$ cat src/rtl/impl_chk_pkg.sv
// Shared types and helpers for the implication checker.
package impl_chk_pkg;

  localparam int unsigned DLY_MIN   = 1;
  localparam int unsigned DLY_MAX   = 15;
  localparam int unsigned CNT_W_MIN = 1;
  localparam int unsigned CNT_W_MAX = 32;
  localparam int unsigned SUM_W     = CNT_W_MAX + 1;

  typedef enum logic {
    IMPL_OVL    = 1'b0,
    IMPL_NONOVL = 1'b1
  } impl_mode_e;

  // Add a small increment to a counter of width w, clamping at 2^w-1.
  function automatic logic [CNT_W_MAX-1:0] sat_add(
    input logic [CNT_W_MAX-1:0] cur,
    input logic [1:0]           inc,
    input int unsigned          w
  );
    logic [SUM_W-1:0] lim;
    logic [SUM_W-1:0] sum;
    lim = (SUM_W'(1) << w) - SUM_W'(1);
    sum = SUM_W'(cur) + SUM_W'(inc);
    return (sum > lim) ? CNT_W_MAX'(lim) : CNT_W_MAX'(sum);
  endfunction

endpackage

$ cat src/rtl/impl_chk_lane.sv
// One checker channel: attempt pipeline, a/b evaluation, pulses, sticky flag
// and (with IMPL_CHK_CNT_EN defined) saturating pass/fail counters.
module impl_chk_lane
  import impl_chk_pkg::*;
#(
  parameter int unsigned DLY   = 3,
  parameter int unsigned CNT_W = 16
) (
  input  logic             clk,
  input  logic             rst_n,
  input  impl_mode_e       mode,
  input  logic             flush,
  input  logic             clr,
  input  logic             valid,
  input  logic             a,
  input  logic             b,
  output logic             pass_o,
  output logic             fail_o,
  output logic [CNT_W-1:0] pass_cnt,
  output logic [CNT_W-1:0] fail_cnt,
  output logic             fail_sticky
);

  logic           v_q;
  logic [DLY-1:0] pend_q;
  logic [DLY-1:0] pend_d;
  logic           start_req;
  logic           a_fail;
  logic           resolve;
  logic           b_pass;
  logic           b_fail;
  logic           fail_d;

  // Attempt start, a-sample, b-sample and pipeline advance for this cycle.
  always_comb begin
    start_req = 1'b0;
    if (!clr) begin
      // In non-overlapping mode the attempt was latched last cycle; a mode
      // change means that latched valid belongs to the old mode.
      start_req = (mode == IMPL_NONOVL) ? (v_q & ~flush) : valid;
    end
    a_fail  = start_req & ~a;
    resolve = pend_q[DLY-1] & ~flush & ~clr;
    b_pass  = resolve & b;
    b_fail  = resolve & ~b;
    fail_d  = a_fail | b_fail;
    if (flush || clr) begin
      pend_d = DLY'(start_req & a);
    end else begin
      pend_d = (pend_q << 1) | DLY'(start_req & a);
    end
  end

  // Pipeline, pulse and sticky registers.
  always_ff @(posedge clk or negedge rst_n) begin
    if (!rst_n) begin
      v_q         <= 1'b0;
      pend_q      <= '0;
      pass_o      <= 1'b0;
      fail_o      <= 1'b0;
      fail_sticky <= 1'b0;
    end else begin
      v_q         <= valid & ~clr;
      pend_q      <= pend_d;
      pass_o      <= b_pass;
      fail_o      <= fail_d;
      fail_sticky <= clr ? 1'b0 : (fail_sticky | fail_d);
    end
  end

`ifdef IMPL_CHK_CNT_EN
  logic [1:0] pass_inc;
  logic [1:0] fail_inc;

  assign pass_inc = {1'b0, b_pass};
  // An a-fail and a b-fail may land together; both are counted.
  assign fail_inc = {1'b0, a_fail} + {1'b0, b_fail};

  // Saturating event counters, zeroed by clr.
  always_ff @(posedge clk or negedge rst_n) begin
    if (!rst_n) begin
      pass_cnt <= '0;
      fail_cnt <= '0;
    end else if (clr) begin
      pass_cnt <= '0;
      fail_cnt <= '0;
    end else begin
      pass_cnt <= CNT_W'(sat_add(CNT_W_MAX'(pass_cnt), pass_inc, CNT_W));
      fail_cnt <= CNT_W'(sat_add(CNT_W_MAX'(fail_cnt), fail_inc, CNT_W));
    end
  end
`else
  assign pass_cnt = '0;
  assign fail_cnt = '0;
`endif

endmodule

$ cat config.mk
export PLATFORM = sky130hd
export DESIGN_NAME = impl_chk_lane
export DESIGN_NICKNAME = d
export VERILOG_FILES = /design/src/rtl/impl_chk_pkg.sv /design/src/rtl/impl_chk_lane.sv
export SDC_FILE = /design/constraint.sdc
export NUM_CORES = 1
export LEC_CHECK = 0
export CORE_MARGIN = 5
export CORE_UTILIZATION = 30
export CTS_BUF_LIST = sky130_fd_sc_hd__clkbuf_4
export DETAILED_ROUTE_END_ITERATION = 10
export GPL_TIMING_DRIVEN = 0
export PLACE_DENSITY_LB_ADDON = 0.12
export SLEW_MARGIN = 40
export SYNTH_ARGS = -nofsm -noshare
export SYNTH_HDL_FRONTEND = slang
export SYNTH_SLANG_ARGS = --single-unit
$ cat constraint.sdc
create_clock -name clk -period 0.95 [get_ports clk]
set_input_delay 0.2375 -clock clk [delete_from_list [all_inputs] [get_ports clk]]
set_output_delay 0.2375 -clock clk [all_outputs]
set_load 0.01 [all_outputs]
==> results.tsv, run 1 <==
metric	value	unit
area share of the largest cell type after synthesis	45.7	%
final total power	840	µW
Setup Skew	0.518	ps
Leak	0.000484	µW
DR top layer	met4	
htree depth	1	
VDD IR max	435	µV
Final Max Tran Viols	0	
Worst R2R Path Depth	2	
R2R Path Start	pend_q[2]$_DFF_PN0_	
synthesized area	526	µm²
vias in the first global route	314	
WHS	177	ps
fill cell total of the finished layout	166	
Cell variety after synth	11	
RSZ-0062 raised after global routing	true	
status	finished with violations	
metal2 WL	470	µm
vias post-DR	369	
largest net degree at the start of global routing	10	
die area	0.00269	mm²
delay-heaviest family, CP	flip-flops	
Tot GR Track Use	6.79	%
area taken by multi-input logic gates	236	µm²
fin cells	116	
Mapped Cells	53	
WP depth	1	
largest cells by area after synthesis	buf_4, dfrtp_1, nor3b_1	
R2R Setup Slk	-20	ps
leading area contributor after synthesis	buf_4	
maxcap violations	0	
final worst slack	-38.0	ps
Seq/Total Area, Yosys	33.3	%
# diodes	0	
antenna viol nets, final	0	
reg2reg end	fail_o$_DFF_PN0_	
TNS Setup	-97.4	ps
Syn. warnings	0	
Row Count	15	
CTS tree	done	
clk slew on worst S/H paths	50	ps
crit path capture type	primary output	
CTS Buffer Depth	2	
drt total wl	957	µm
Area after DPL	757	µm²
fin area	807	µm²
Inserted Clock Buffers	3	
final setup vio count	6	
DR WL met3	122	µm
crit-path max cell delay	370	ps
Max Fclk	1010	MHz
Initial Util	31.1	%
PortBufs	9	
initial antenna violation count	0	
Pwr Density	1040	mW/mm²
Boundary Pins	43	
DRC Markers	0	
Iteration-0 DRC Markers	3	
Core ar.	0.00169	mm²
DIE WIDTH	51.9	µm
grt total ovfl	0	
worst-path fanout max	2	
area grow syn2layout	53.6	%
Buf/Inv on CP	1	
Critical Path Slowest Stage Cell	dfrtp_1	
Critical Path AT	750	ps
Via-to-Cell Ratio	3.18	
clock sinks	7	
DR WL/cell	8.25	µm
layout cells sized above 1	46.5	%
minimum clock period	988	ps
NumNets Final	108	
Met1 Wirelength	360	µm
hpwl dp	800	µm
CP required	710	ps
post-placement cell count	110	
critical path class	register to primary output	
Worst setup SP type	register	
Seq cells post-synth	7	
syn_area_per_cell	9.92	µm²
first-pass GRT wire length	1300	µm
crit path from	fail_sticky$_DFF_PN0_	
CP endpoint	fail_sticky	
Die H	51.9	µm
worst skew pair latency	240	ps
Clock Tree Root	clkbuf_4	
DRT Pass-1 Iters	4	
crit path cell chain	buf_2	
Final Hold Viols	0	
violated checks	negative setup slack	
Min-Delay Path Class	input port to register	
period utilization	104	%
storage element area	175	µm²
gpl congestion	0.715	
[Yosys cell counts]
cell and number:
buf_4 32, buf_6 1, conb_1 1, dfrtp_1 7, mux2i_1 1, nor2b_1 2
nor3b_1 4, nor4bb_1 1, o21bai_1 1, o31ai_1 2, or4b_1 1
[per-stage QoR]
step                      utilization, %  setup slack, ps
after detailed placement            44.8             -549
final                               47.8            -38.0
after CTS                           47.3            -48.1
after global placement              44.8             -541
after floorplan                        -            -6.23
after global routing                47.8            -61.7
[per-layer routing]
| layer | global-route usage, % | vias up |
|---|---|---|
| met1 | 7.24 | 146 |
| met4 | 3.93 | 0 |
| li1 | - | 200 |
| met2 | 10.3 | 21 |
| met3 | 4.01 | 2 |
| met5 | 0 | - |
[area by class of cell]
class	count	share of cell area, %
Timing Repair Buffer	11	11.0
Multi-Input combinational cell	44	29.3
Clock buffer	4	3.72
Sequential cell	7	21.7
Tap cell	17	2.64
Buffer	33	31.6
[worst min path at each step]
stage,to,depth (start not counted),start,slack (ps)
finish,v_q$_DFF_PN0_,2,clr,180
global route,v_q$_DFF_PN0_,2,clr,170
CTS,v_q$_DFF_PN0_,2,clr,170
detailed placement,v_q$_DFF_PN0_,2,clr,420
global placement,v_q$_DFF_PN0_,2,clr,420
floorplan,fail_o$_DFF_PN0_,0,rst_n,-60
[repair_timing]
| action | 4_1_cts | 5_1_grt |
|---|---|---|
| cloned | 0 | 0 |
| pin swaps | 1 | 0 |
| endpoints found under the setup margin | 6 | 5 |
| hold buffers | 0 | 0 |
| gates resized for setup | 20 | 1 |
| buffers inserted | 2 | 0 |
[power breakdown]
group | internal [µW] | switching (µW)
sequential | 307 | 2.20
combinational | 128 | 110
clock | 188 | 105
[cells in the final DEF (no fill, tap or decap)]
master / instances
buf_2: 3
nor2b_1: 2
o21bai_1: 1
clkdlybuf4s50_1: 3
buf_8: 1
conb_1: 32
mux2i_2: 1
dfrtp_1: 7
dlygate4sd2_1: 2
o31ai_4: 1
nor4bb_1: 1
nor3b_1: 4
or4b_4: 1
clkbuf_4: 4
buf_4: 34
clkdlybuf4s15_2: 1
o31ai_1: 1
[registers in the layout (all words and copies together), names as in the netlist]
signal       flops
fail_sticky      1
pass_o           1
fail_o           1
v_q              1
pend_q           3
[logic make-up (layout without fill, tap and decap cells)]
family | Yosys count | count (layout) | share of synthesized area [%]
simple gates | 8 | 8 | 11.9
mux | 1 | 1 | 1.90
flops | 7 | 7 | 33.3
other cells | 1 | 32 | 0.714
compound gates | 3 | 3 | 4.29
buf+inv | 33 | 48 | 47.9
Power figures use the tool's default switching activity.
==> inputs of run 2 (changes only) <==
--- a/config.mk
+++ b/config.mk
@@ -5,6 +5,7 @@
 export SDC_FILE = /design/constraint.sdc
 export NUM_CORES = 1
 export LEC_CHECK = 0
+export CAP_MARGIN = 20
 export CORE_MARGIN = 5
 export CORE_UTILIZATION = 30
 export CTS_BUF_LIST = sky130_fd_sc_hd__clkbuf_4
==> results of run 2 <==
Final layout, timing and power as in run 1 (identical DEF).
